`src/rtl/mem_arb_pkg.sv`:
```
// mem_arb_pkg: shared types and constants for the memory arbiter slice
//   arbStateT   - 2-bit FSM state type with IDLE / ACCESS / ACK encodings
//   REQ_CPU/IO  - requester ids (0 = load/store unit, 1 = I/O / DMA engine)
//   *_W_DEF     - default address / data widths of the main data memory
package mem_arb_pkg;
   localparam int ADDR_W_DEF = 8;
   localparam int DATA_W_DEF = 8;
   typedef logic [1:0] arbStateT;
   localparam arbStateT IDLE   = 2'd0;
   localparam arbStateT ACCESS = 2'd1;
   localparam arbStateT ACK    = 2'd2;
   localparam logic REQ_CPU = 1'b0;
   localparam logic REQ_IO  = 1'b1;
   function automatic logic otherReq(input logic id);
      return ~id;
   endfunction
endpackage

```
`src/rtl/mem_arbiter_rr_pick.sv`:
```
// rr_pick: combinational 2-way round-robin picker
//   req[1:0] in  - pending requests
//   pointer  in  - preferred requester when both are pending
//   valid    out - at least one request pending
//   winner   out - id of the chosen requester (meaningful when valid)
module rr_pick
   import mem_arb_pkg::*;
(
   input  logic [1:0] req,
   input  logic       pointer,
   output logic       valid,
   output logic       winner
);
   assign valid  = |req;
   // A lone requester wins outright; the pointer only breaks ties.
   assign winner = &req ? pointer : (req[1] ? REQ_IO : REQ_CPU);
endmodule

```
`src/rtl/mem_arbiter.sv`:
```
// mem_arbiter: round-robin arbiter and access sequencer for the 256 x 8 data memory
//   clk, reset                 - clock, asynchronous active-high reset
//   req/we/addr/wdata 0 and 1  - requester ports, held stable until ack
//   ack0, ack1                 - one-cycle completion pulses
//   rdata                      - last read result, held until the next read completes
//   mem_addr/mem_wdata         - registered memory address / write data
//   mem_read/mem_write         - registered strobes, high for the whole ACCESS cycle
//   mem_rdata                  - combinational read data from the memory
module mem_arbiter
   import mem_arb_pkg::*;
#(
   parameter int ADDR_W = ADDR_W_DEF,
   parameter int DATA_W = DATA_W_DEF
) (
   input  logic              clk,
   input  logic              reset,
   input  logic              req0,
   input  logic              req1,
   input  logic              we0,
   input  logic              we1,
   input  logic [ADDR_W-1:0] addr0,
   input  logic [ADDR_W-1:0] addr1,
   input  logic [DATA_W-1:0] wdata0,
   input  logic [DATA_W-1:0] wdata1,
   output logic              ack0,
   output logic              ack1,
   output logic [DATA_W-1:0] rdata,
   output logic [ADDR_W-1:0] mem_addr,
   output logic [DATA_W-1:0] mem_wdata,
   output logic              mem_read,
   output logic              mem_write,
   input  logic [DATA_W-1:0] mem_rdata
);
   arbStateT state;
   logic     pointer;
   logic     grantId;
   logic     pickValid;
   logic     pickWinner;

   rr_pick picker (
      .req    ({req1, req0}),
      .pointer(pointer),
      .valid  (pickValid),
      .winner (pickWinner)
   );

   always_ff @(posedge clk or posedge reset) begin
      if (reset) begin
         state     <= IDLE;
         mem_addr  <= '0;
         mem_wdata <= '0;
         mem_read  <= 1'b0;
         mem_write <= 1'b0;
         ack0      <= 1'b0;
         ack1      <= 1'b0;
         rdata     <= '0;
         pointer   <= REQ_CPU;
         grantId   <= REQ_CPU;
      end else begin
         case (state)
            IDLE: if (pickValid) begin
               mem_addr  <= pickWinner ? addr1 : addr0;
               mem_wdata <= pickWinner ? wdata1 : wdata0;
               mem_write <= pickWinner ? we1 : we0;
               mem_read  <= ~(pickWinner ? we1 : we0);
               grantId   <= pickWinner;
               state     <= ACCESS;
            end
            // Strobes were high for this whole cycle, so the memory's negedge
            // write has landed and its read data is settled at this edge.
            ACCESS: begin
               mem_read  <= 1'b0;
               mem_write <= 1'b0;
               if (mem_read) rdata <= mem_rdata;
               ack0      <= grantId == REQ_CPU;
               ack1      <= grantId == REQ_IO;
               state     <= ACK;
            end
            // Requests are ignored here so a requester can retarget its inputs
            // during the ack cycle without being sampled twice.
            ACK: begin
               ack0    <= 1'b0;
               ack1    <= 1'b0;
               pointer <= otherReq(grantId);
               state   <= IDLE;
            end
            default: state <= IDLE;
         endcase
      end
   end

   strobeExclusive: assert property (@(posedge clk) disable iff (reset) !(mem_read && mem_write));
   ackExclusive: assert property (@(posedge clk) disable iff (reset) !(ack0 && ack1));
endmodule

```
`config.mk`:
```
export PLATFORM = sky130hd
export DESIGN_NAME = mem_arbiter
export DESIGN_NICKNAME = d
export VERILOG_FILES = /design/src/rtl/mem_arb_pkg.sv /design/src/rtl/mem_arbiter_rr_pick.sv /design/src/rtl/mem_arbiter.sv
export SDC_FILE = /design/constraint.sdc
export NUM_CORES = 1
export LEC_CHECK = 0
export CAP_MARGIN = 20
export CORE_ASPECT_RATIO = 1.2
export CORE_UTILIZATION = 31
export DETAILED_ROUTE_END_ITERATION = 10
export PLACE_DENSITY = 0.71
export SYNTH_ARGS = -nofsm -noshare
export SYNTH_HDL_FRONTEND = slang
export SYNTH_SLANG_ARGS = --single-unit
```
`constraint.sdc`:
```
create_clock -name clk -period 1.9 [get_ports clk]
set_input_delay 0.19 -clock clk [delete_from_list [all_inputs] [get_ports clk]]
set_output_delay 0.19 -clock clk [all_outputs]
set_load 0.02 [all_outputs]
```
==> results_dict.tcl <==
set metrics [dict create \
    p_switching_uw 1303 \
    pwr-share-comb_pct 51.4 \
    finalMaxSlewViolations 0 \
    fin_crit_sh_pct 80.23 \
    worstMarginPinSlew_ps 416.9 \
    leakage_uw 0.001057 \
    drtAntennaViolNets 0 \
    clk_pin_slew_ps 60 \
    postCtsSetupBuffers 0 \
    critical_path_buf_inv_count 3 \
    status "completed" \
    pin_count 74 \
    r2r-start "state[0]" \
    fp.dieW_um 64.63 \
    criticalPathCategory "flip-flop to flip-flop" \
    swShare_pct 36.77 \
    min_period_ps 1524 \
    rsz0062_at_grt "no" \
    clockPowerShare_pct 15.1 \
    clockBufferDepth 2 \
    vdd_drop_max_v 0.0006850 \
    htreeDepth 2 \
    rows 26 \
    gp_congestion 0.7030 \
    remaining_drc_errors 0 \
    dieArea_um2 4986 \
    nets 253 \
    avgViaCountPerCell 4.354 \
    cts_root_buf "clkbuf_8" \
    syn2layout_area_growth_pct 60.81 \
    routed_wl_um 3241 \
    netlist_instances 124 \
    start_kind "flip-flop" \
    vias 1132 \
    crit_chain "inv_1 > ha_1 > inv_1 > nor3_1 > buf_4 > mux2_2" \
    grt_pass1_vias 1120 \
    fin_tns_setup_ps 0 \
    cpMostUsedCell "inv_1" \
    grt_pass1_wl_um 5361 \
    syn-cell-area_um2 1459 \
    dp_hpwl_um 2387 \
    grt_max_degree 35 \
    finalHoldViolCount 0 \
    hp-class "primary input to async pin" \
    cts_tree "built" \
    ctsHoldBuffers 0 \
    intPower_uw 2240 \
    max_freq_ghz 0.6560 \
    grtUsageTotal_pct 14.57 \
    critPathMaxStageDelay_ps 400 \
    cts_buffers 5 \
    path_max_fanout 4 \
    drt_iter0_drc 21 \
    startpoint "state[0]" \
    ys_warn_count 0 \
    ys_seq_elements 32 \
    die_h_um 77.15 \
    ys_seq_area_share_pct 54.89 \
    initial_core_util_pct 33.22 \
    overflow 0 \
    cp_top_family "flip-flops" \
    relSlewSlack_pct 72.21 \
    powerDensity_nw_per_um2 1510 \
    drive_above_1_share_pct 12.75 \
    core_um2 4392 \
    synth_cell_types 19 \
    finClkSkew_ps 4.109 \
    diodes 0 \
    syn_avg_cell_area_um2 11.77 \
    drv_cap 0 \
    drt-pass1-iter-count 2 \
    pwr-share-seq_pct 33.5 \
    layout_commonest_cell "clkdlybuf4s50_1" \
    synth_nets 174 \
    wire_per_inst_um 12.47 \
    num-fill-cells 413 \
    clk_latency_ps 280 \
    port-buffer-count 73 \
    antenna_found_initial 0 \
    fin_cells 260 \
    placedCellCount 252 \
    cts.sinks 32 \
    cp-end-kind "flip-flop" \
    finalSetupViolCount 0 \
    critPathRequiredTime_ps 2070 \
    critPathArrivalTime_ps 1690 \
    ctsResizeCount 0 \
    cp_slowest_cell "dfrtp_1" \
    final_cell_mix "clkdlybuf4s50_1 (73), dfrtp_1 (32), mux2i_1 (18), nand2_1 (18)" \
]
==> worst paths after layout <==
check                               end  slack [ps]  cells after the start
max reg2reg                    state[0]         380                      6
max in group asynchronous  mem_wdata[5]        1290                      3
min in group clk            mem_addr[3]         480                      2
min reg2reg                 mem_addr[3]         480                      2
max                            state[0]         380                      6
min                        mem_wdata[7]         300                      3
==> metrics by stage <==
stage          worst slack (ps)  util, %  instance area (um2)  power, uW  hold slack [ps]
2_1_floorplan             428.6        -                 1459       2232            306.2
3_3_place_gp              332.1    51.37                 2256       3020            461.2
3_5_place_dp              311.1    51.37                 2256       3047            469.8
4_1_cts                   360.1    53.42                 2346       3606            309.2
5_1_grt                   240.8    53.42                 2346       3797            343.7
6_report                  375.5    53.42                 2346       3542            295.6
==> cell type report <==
| cell class | count | area (um2) | area share [%] |
|---|---|---|---|
| clock buffers | 8 | 90.09 | 3.840 |
| inverters | 7 | 26.28 | 1.120 |
| multi-input cells | 80 | 585.6 | 24.96 |
| flip-flops and latches | 32 | 800.8 | 34.13 |
| well taps | 56 | 70.07 | 2.987 |
| repair buffers | 77 | 773.2 | 32.96 |
==> worst reg2reg max path: cells and delay by family, from the launching register on <==
| kind | cells | cell delay [ps] |
|---|---|---|
| multiplexers | 1 | 320 |
| buffers and inverters | 3 | 330 |
| flip-flops | 1 | 400 |
| AND/OR/NAND/NOR | 1 | 130 |
| adder cells (fa/ha/maj) | 1 | 230 |
==> sequential cells by signal, summed over array words and instances (netlist names) <==
| register | count |
|---|---|
| ack0 | 1 |
| ack1 | 1 |
| grantId | 1 |
| mem_addr | 8 |
| mem_read | 1 |
| mem_wdata | 8 |
| mem_write | 1 |
| pointer | 1 |
| rdata | 8 |
| state | 2 |
==> cell usage after synthesis, drive strengths merged <==
| cell type | number | area [um2] |
|---|---|---|
| mux2 | 11 | 123.9 |
| clkbuf | 1 | 5.000 |
| nand3b | 1 | 7.510 |
| nor3 | 1 | 5.000 |
| nor2 | 3 | 11.26 |
| inv | 7 | 26.27 |
| ha | 4 | 50.05 |
| mux2i | 18 | 180.2 |
| o31ai | 1 | 12.51 |
| dfrtp | 32 | 800.8 |
| a21bo | 1 | 10.01 |
| buf | 4 | 41.29 |
| o21ai | 22 | 117.6 |
| nand2 | 18 | 67.56 |
==> power by group through the flow <==
stage	Sequential, uW	Combinational [uW]	Clock [uW]
2_1_floorplan	1550	683	0
3_3_place_gp	1190	1830	0
3_5_place_dp	1200	1840	0
4_1_cts	1190	1850	565
5_1_grt	1230	1970	597
6_report	1190	1820	533
==> cells by family after synthesis <==
group           synth area share, %
mux                           20.84
flops                         54.89
compound gates                9.605
fa+ha+maj                     3.431
buf+inv                       4.974
simple gates                  6.260
==> metal layers <==
| metal | track usage, % | share of wire (%) | up-vias |
|---|---|---|---|
| li1 | - | - | 580 |
| met1 | 16.51 | 42 | 505 |
| met2 | 24.53 | 51 | 41 |
| met3 | 4.167 | 5.2 | 6 |
| met4 | 7.333 | 2.2 | 0 |
| met5 | 0 | 0 | - |
(Power assumes the default switching activity.)
==> RTL change 1, RTL diff (same settings) <==
The package constant `DATA_W_DEF` goes from 8 to 6.
--- a/src/rtl/mem_arb_pkg.sv
+++ b/src/rtl/mem_arb_pkg.sv
@@ -4,7 +4,7 @@
 //   *_W_DEF     - default address / data widths of the main data memory
 package mem_arb_pkg;
    localparam int ADDR_W_DEF = 8;
-   localparam int DATA_W_DEF = 8;
+   localparam int DATA_W_DEF = 6;
    typedef logic [1:0] arbStateT;
    localparam arbStateT IDLE   = 2'd0;
    localparam arbStateT ACCESS = 2'd1;
Ports: changed (5 resized); port bits go from 74 to 64. No check against the original RTL was run, so the function may have changed too.
==> RTL change 1 against the unedited design <==
- final area decreased by 12%
- sequential power shrank 12%
- power decreased by 11%
- setup slack got worse by 0.036 ns
- sequential share of layout area down 0.28 points
- area after synthesis fell by 13%
- first-iteration DRC count decreased by 4.8%
- die area decreased by 12%
- wire length down 5.0%
- worst hold slack worse by 0.066 ns
- sequential cell count is 4 lower
- critical endpoint is now state[1]
==> RTL change 1: results (changes against the unedited design) <==
stage;metric;value;unit;change
drt;vias_per_cell;4.538;;was 4.354
synth;synthAdderAreaFrac;0.03929;;was 0.03431
sta;holdWs;0.2298;ns;was 0.2956 ns
power;p_sw_frac;0.3683;;was 0.3677
setup_path;reg2reg_slack;0.34;ns;was 0.38 ns
global_route;grtUsageTotal;0.1467;;was 0.1457
worst_hold_path;hold_class;input pin to async pin;;unchanged
synth;synthCells;111;;was 124
drt;drt-met1-wl;1.216;mm;was 1.365 mm
global_route;grt_pass1_vias;1098;;was 1120
synth;yosys-top-cells-area;dfrtp_1, mux2i_1, o21ai_1;;was dfrtp_1, mux2i_1, mux2_2
global_route;grt_pass1_wl;4.871;mm;was 5.361 mm
place;placed_cells_incl_taps;230;;was 252
sta;fin_worst_skew;0.009574;ns;was 0.004109 ns
cells_and_area;fillers;377;;was 413
drt;dr.pass1.iters;4;;was 2
setup_path;reg2reg_to;state[1];;was state[0]
place;place_ws;0.1665;ns;was 0.3111 ns
global_route;use_met2;0.2882;;was 0.2453
place;io_buffer_count;63;;was 73
synth;synth_cell_types;18;;was 19
sta;worst_pin_slew;0.4941;ns;was 0.4169 ns
global_route;grt_util_met3;0.01961;;was 0.04167
drt;ant_nets;0;;unchanged
place;placed_area;0.001998;mm2;was 0.002256 mm2
synth;synth_top_cells_by_count;dfrtp_1, mux2i_1, nand2_1, o21ai_1, mux2_2;;was dfrtp_1, mux2i_1, nand2_1, mux2_2, o21ai_0
power;pwr-share-comb;0.520;;was 0.514
clocking;numCtsBuffers;3;;was 5
global_route;grtUsageMet1;0.1613;;was 0.1651
synth;synth_mux_area_frac;0.2053;;was 0.2084
drt;finalWirelength;3.079;mm;was 3.241 mm
drt;wl_met2;1.651;mm;was 1.638 mm
status;status;finished, final reports clean;;unchanged
clocking;cts.path.max_buffers;2;;unchanged
synth;ys_seq_area_frac;0.5501;;was 0.5489
synth;synth_compound_area_frac;0.1012;;was 0.09605
setup_path;crit_arrival;1.72;ns;was 1.69 ns
cells_and_area;diodes;0;;unchanged
drt;drtIter0Drc;20;;was 21
power;p_leak;0.9404;nW;was 1.057 nW
power;comb-power;0.00163;W;was 0.00182 W
place;place_congestion;0.6990;;was 0.7030
cells_and_area;reg_top3;mem_addr: 8 flops, mem_wdata: 6 flops, rdata: 6 flops;;was mem_addr: 8 flops, mem_wdata: 8 flops, rdata: 8 flops
global_route;grt_max_degree;18;;was 35
clocking;clk_pin_slew;0.10;ns;was 0.06 ns
setup_path;slowest_delay;0.40;ns;about the same
power;power_sequential;0.00105;W;was 0.00119 W
cells_and_area;drive_above_1_share;0.1111;;was 0.1275
place;dp_hpwl;2.524;mm;was 2.387 mm
drt;wl_met3;193;um;was 167 um
synth;syn_nets;155;;was 174
sta;fmax;0.6409;GHz;was 0.6560 GHz
clocking;cts.htree.levels;1;;was 2
power;peakVddDrop;0.5445;mV;was 0.6850 mV
drt;avgRoutedWirePerCell;13.16;um;was 12.47 um
## RTL change 1: changes by cell type in the layout (fill, tap and decap cells not counted), sizes merged
| cell | before | now |
|---|---|---|
| dfrtp | 32 | 28 |
| clkdlybuf4s50 | 73 | 63 |
| clkbuf | 8 | 3 |
| buf | 4 | 6 |
| mux2i | 18 | 16 |
| o21ai | 22 | 20 |
| bufinv | 0 | 1 |
| mux2 | 11 | 9 |
| nand2 | 18 | 16 |
## RTL change 1: final cells by class
| type | instances | area (um2) | area share |
|---|---|---|---|
| clock inverters | 1 | 30.03 | 0.01451 |
| inverters | 7 | 26.28 | 0.01270 |
| clock buffers | 3 | 41.29 | 0.01995 |
| well taps | 54 | 67.56 | 0.03265 |
| multi-input cells | 72 | 528.0 | 0.2551 |
| flip-flops and latches | 28 | 700.7 | 0.3386 |
| repair buffers | 69 | 675.6 | 0.3265 |
==> RTL change 2, RTL diff (same settings) <==
Made on the original files. Make the reset (`reset`) synchronous in one clocked block. Comments in the files are not updated.
--- a/src/rtl/mem_arbiter.sv
+++ b/src/rtl/mem_arbiter.sv
@@ -44,7 +44,7 @@
       .winner (pickWinner)
    );
 
-   always_ff @(posedge clk or posedge reset) begin
+   always_ff @(posedge clk) begin
       if (reset) begin
          state     <= IDLE;
          mem_addr  <= '0;
Check against the original RTL: differs if reset is asserted again (counterexample within 4 cycles, from zero or initial values and one cycle with reset high); with reset held inactive, the same outputs for 10 cycles.
==> RTL change 2 against the unedited design <==
- maximum frequency is 5.3% higher
- final area is 3.4% higher
- area after synthesis is 4.4% higher
- setup slack better by 0.077 ns
- sequential cell count stayed put
- core utilization is 1.4 points lower
- wire length is 14% higher
- synthesized cell count is 40% higher
- largest cell class is now buffers
Power is not compared: it rests on default switching activity, and its combinational part moved more than twofold at a synthesized area within 25%.
==> RTL change 2: results (changes against the unedited design) <==
stage;metric;value;unit;change
status;status;finished, final reports clean;;unchanged
cells_and_area;sh_seq_area;0.2641;;was 0.3413
synth;ys_seq_area_frac;0.4207;;was 0.5489
sta;fin_worst_skew;0.004147;ns;was 0.004109 ns
cells_and_area;multi_input_cells;123;;was 80
setup_path;crit_path_start;state[1];;was state[0]
drt;drtIter0Drc;69;;was 21
drt;finalWirelength;3.679;mm;was 3.241 mm
global_route;grtUsageTotal;0.1633;;was 0.1457
clocking;cts.path.max_buffers;2;;unchanged
job;cap_violations;0;;unchanged
global_route;grt_max_degree;28;;was 35
worst_hold_path;hold_depth;2;;
cells_and_area;final-nonclk-buf-share;0.3404;;was 0.3296
setup_path;reg2reg_to;mem_wdata[3];;was state[0]
global_route;grt_pass1_wl;6.589;mm;was 5.361 mm
cells_and_area;inverters;4;;was 7
sta;worst_pin_slew;0.2863;ns;was 0.4169 ns
sta;min_period;1.447;ns;was 1.524 ns
place;dp_hpwl;2.752;mm;was 2.387 mm
cells_and_area;fillers;482;;was 413
cells_and_area;fin_nets;300;;was 253
setup_path;crit_path_end;mem_wdata[3];;was state[0]
cells_and_area;drive_above_1_share;0.1315;;was 0.1275
drt;dr.pass1.iters;3;;was 2
synth;synth_cell_types;24;;was 19
place;place_ws;0.2058;ns;was 0.3111 ns
cells_and_area;clockBufferCount;6;;was 8
setup_path;reg2reg_slack;0.45;ns;was 0.38 ns
worst_hold_path;worstHoldEndpoint;rdata[4];;
setup_path;crit_path_max_fanout;27;;was 4
place;io_buffer_count;73;;unchanged
power;peakVddDrop;0.4876;mV;
worst_hold_path;hold_class;register to register;;was input pin to async pin
cells_and_area;multi_input_area;764.5;um2;was 585.6 um2
drt;vias_per_cell;4.722;;was 4.354
synth;async_flop_share;0;;was 1.000
power;p_sw_frac;0.2898;;
setup_path;crit_arrival;1.64;ns;was 1.69 ns
setup_path;crit_path_end_kind;register;;unchanged
worst_hold_path;holdCritStartpoint;rdata[4];;
cells_and_area;clock_area_frac;0.04435;;was 0.03840
synth;synth_top_cells_by_count;dfxtp_1, nand2_1, nand3_1, nor2_1, a21oi_1;;was dfrtp_1, mux2i_1, nand2_1, mux2_2, o21ai_0
setup_path;cp_slowest_cell;dfxtp_1;;was dfrtp_1
synth;yosys-top-cells-area;dfxtp_1, a311oi_2, nand3_1;;was dfrtp_1, mux2i_1, mux2_2
clocking;cts_resized;0;;unchanged
synth;syn_nets;224;;was 174
synth;ys.flop_type;dfxtp_1;;was dfrtp_1
setup_path;slowest_delay;0.33;ns;was 0.40 ns
global_route;grt_pass1_vias;1502;;was 1120
place;place_congestion;0.7233;;was 0.7030
cells_and_area;buffers_excl_clock;84;;was 77
-- RTL change 2: per-stage QoR --
| step | std cells | total power (W) | hold slack (ns) | area, um2 |
|---|---|---|---|---|
| 6_report | 309 | 0.002054 | 0.4547 | 2426 |
| 2_1_floorplan | 174 | 0.001163 | 0.3375 | 1523 |
| 3_5_place_dp | 301 | 0.001435 | 0.4465 | 2318 |
| 3_3_place_gp | 301 | 0.001428 | 0.4415 | 2318 |
| 4_1_cts | 309 | 0.002075 | 0.4564 | 2426 |
| 5_1_grt | 309 | 0.002170 | 0.4794 | 2426 |
-- RTL change 2: kinds of logic (layout without fill, tap and decap cells) --
family	count (synthesis)	in the layout	synth area share
buf+inv	19	96	0.07723
fa+ha+maj	4	4	0.03287
simple gates	85	85	0.2531
flops	32	32	0.4207
compound gates	31	31	0.1931
mux	3	3	0.02301
-- RTL change 2: worst max-delay path, delay by kind of cell, from the launching register on --
kind | cells | cell delay (ns)
AND/OR/NAND/NOR | 2 | 0.27
adder cells (fa/ha/maj) | 1 | 0.20
AO/OA/AOI/OAI | 1 | 0.23
buffers and inverters | 2 | 0.32
flip-flops | 1 | 0.33
-- RTL change 2: layer usage --
metal | wire length, um | part of all wire | vias to the layer above | GRT usage
met5 | 0 | 0 | - | 0
met3 | 286 | 0.078 | 6 | 0.06466
met2 | 1787 | 0.49 | 43 | 0.2663
met4 | 59 | 0.016 | 0 | 0.07021
li1 | - | - | 757 | -
met1 | 1545 | 0.42 | 653 | 0.1863
-- RTL change 2: power groups by stage --
stage	clock [W]	combinational (W)	sequential [W]
6_report	0.000638	0.000635	0.000781
5_1_grt	0.000684	0.000695	0.000791
4_1_cts	0.000650	0.000643	0.000782
3_5_place_dp	0	0.000640	0.000795
3_3_place_gp	0	0.000632	0.000796
2_1_floorplan	0	0.000293	0.000870
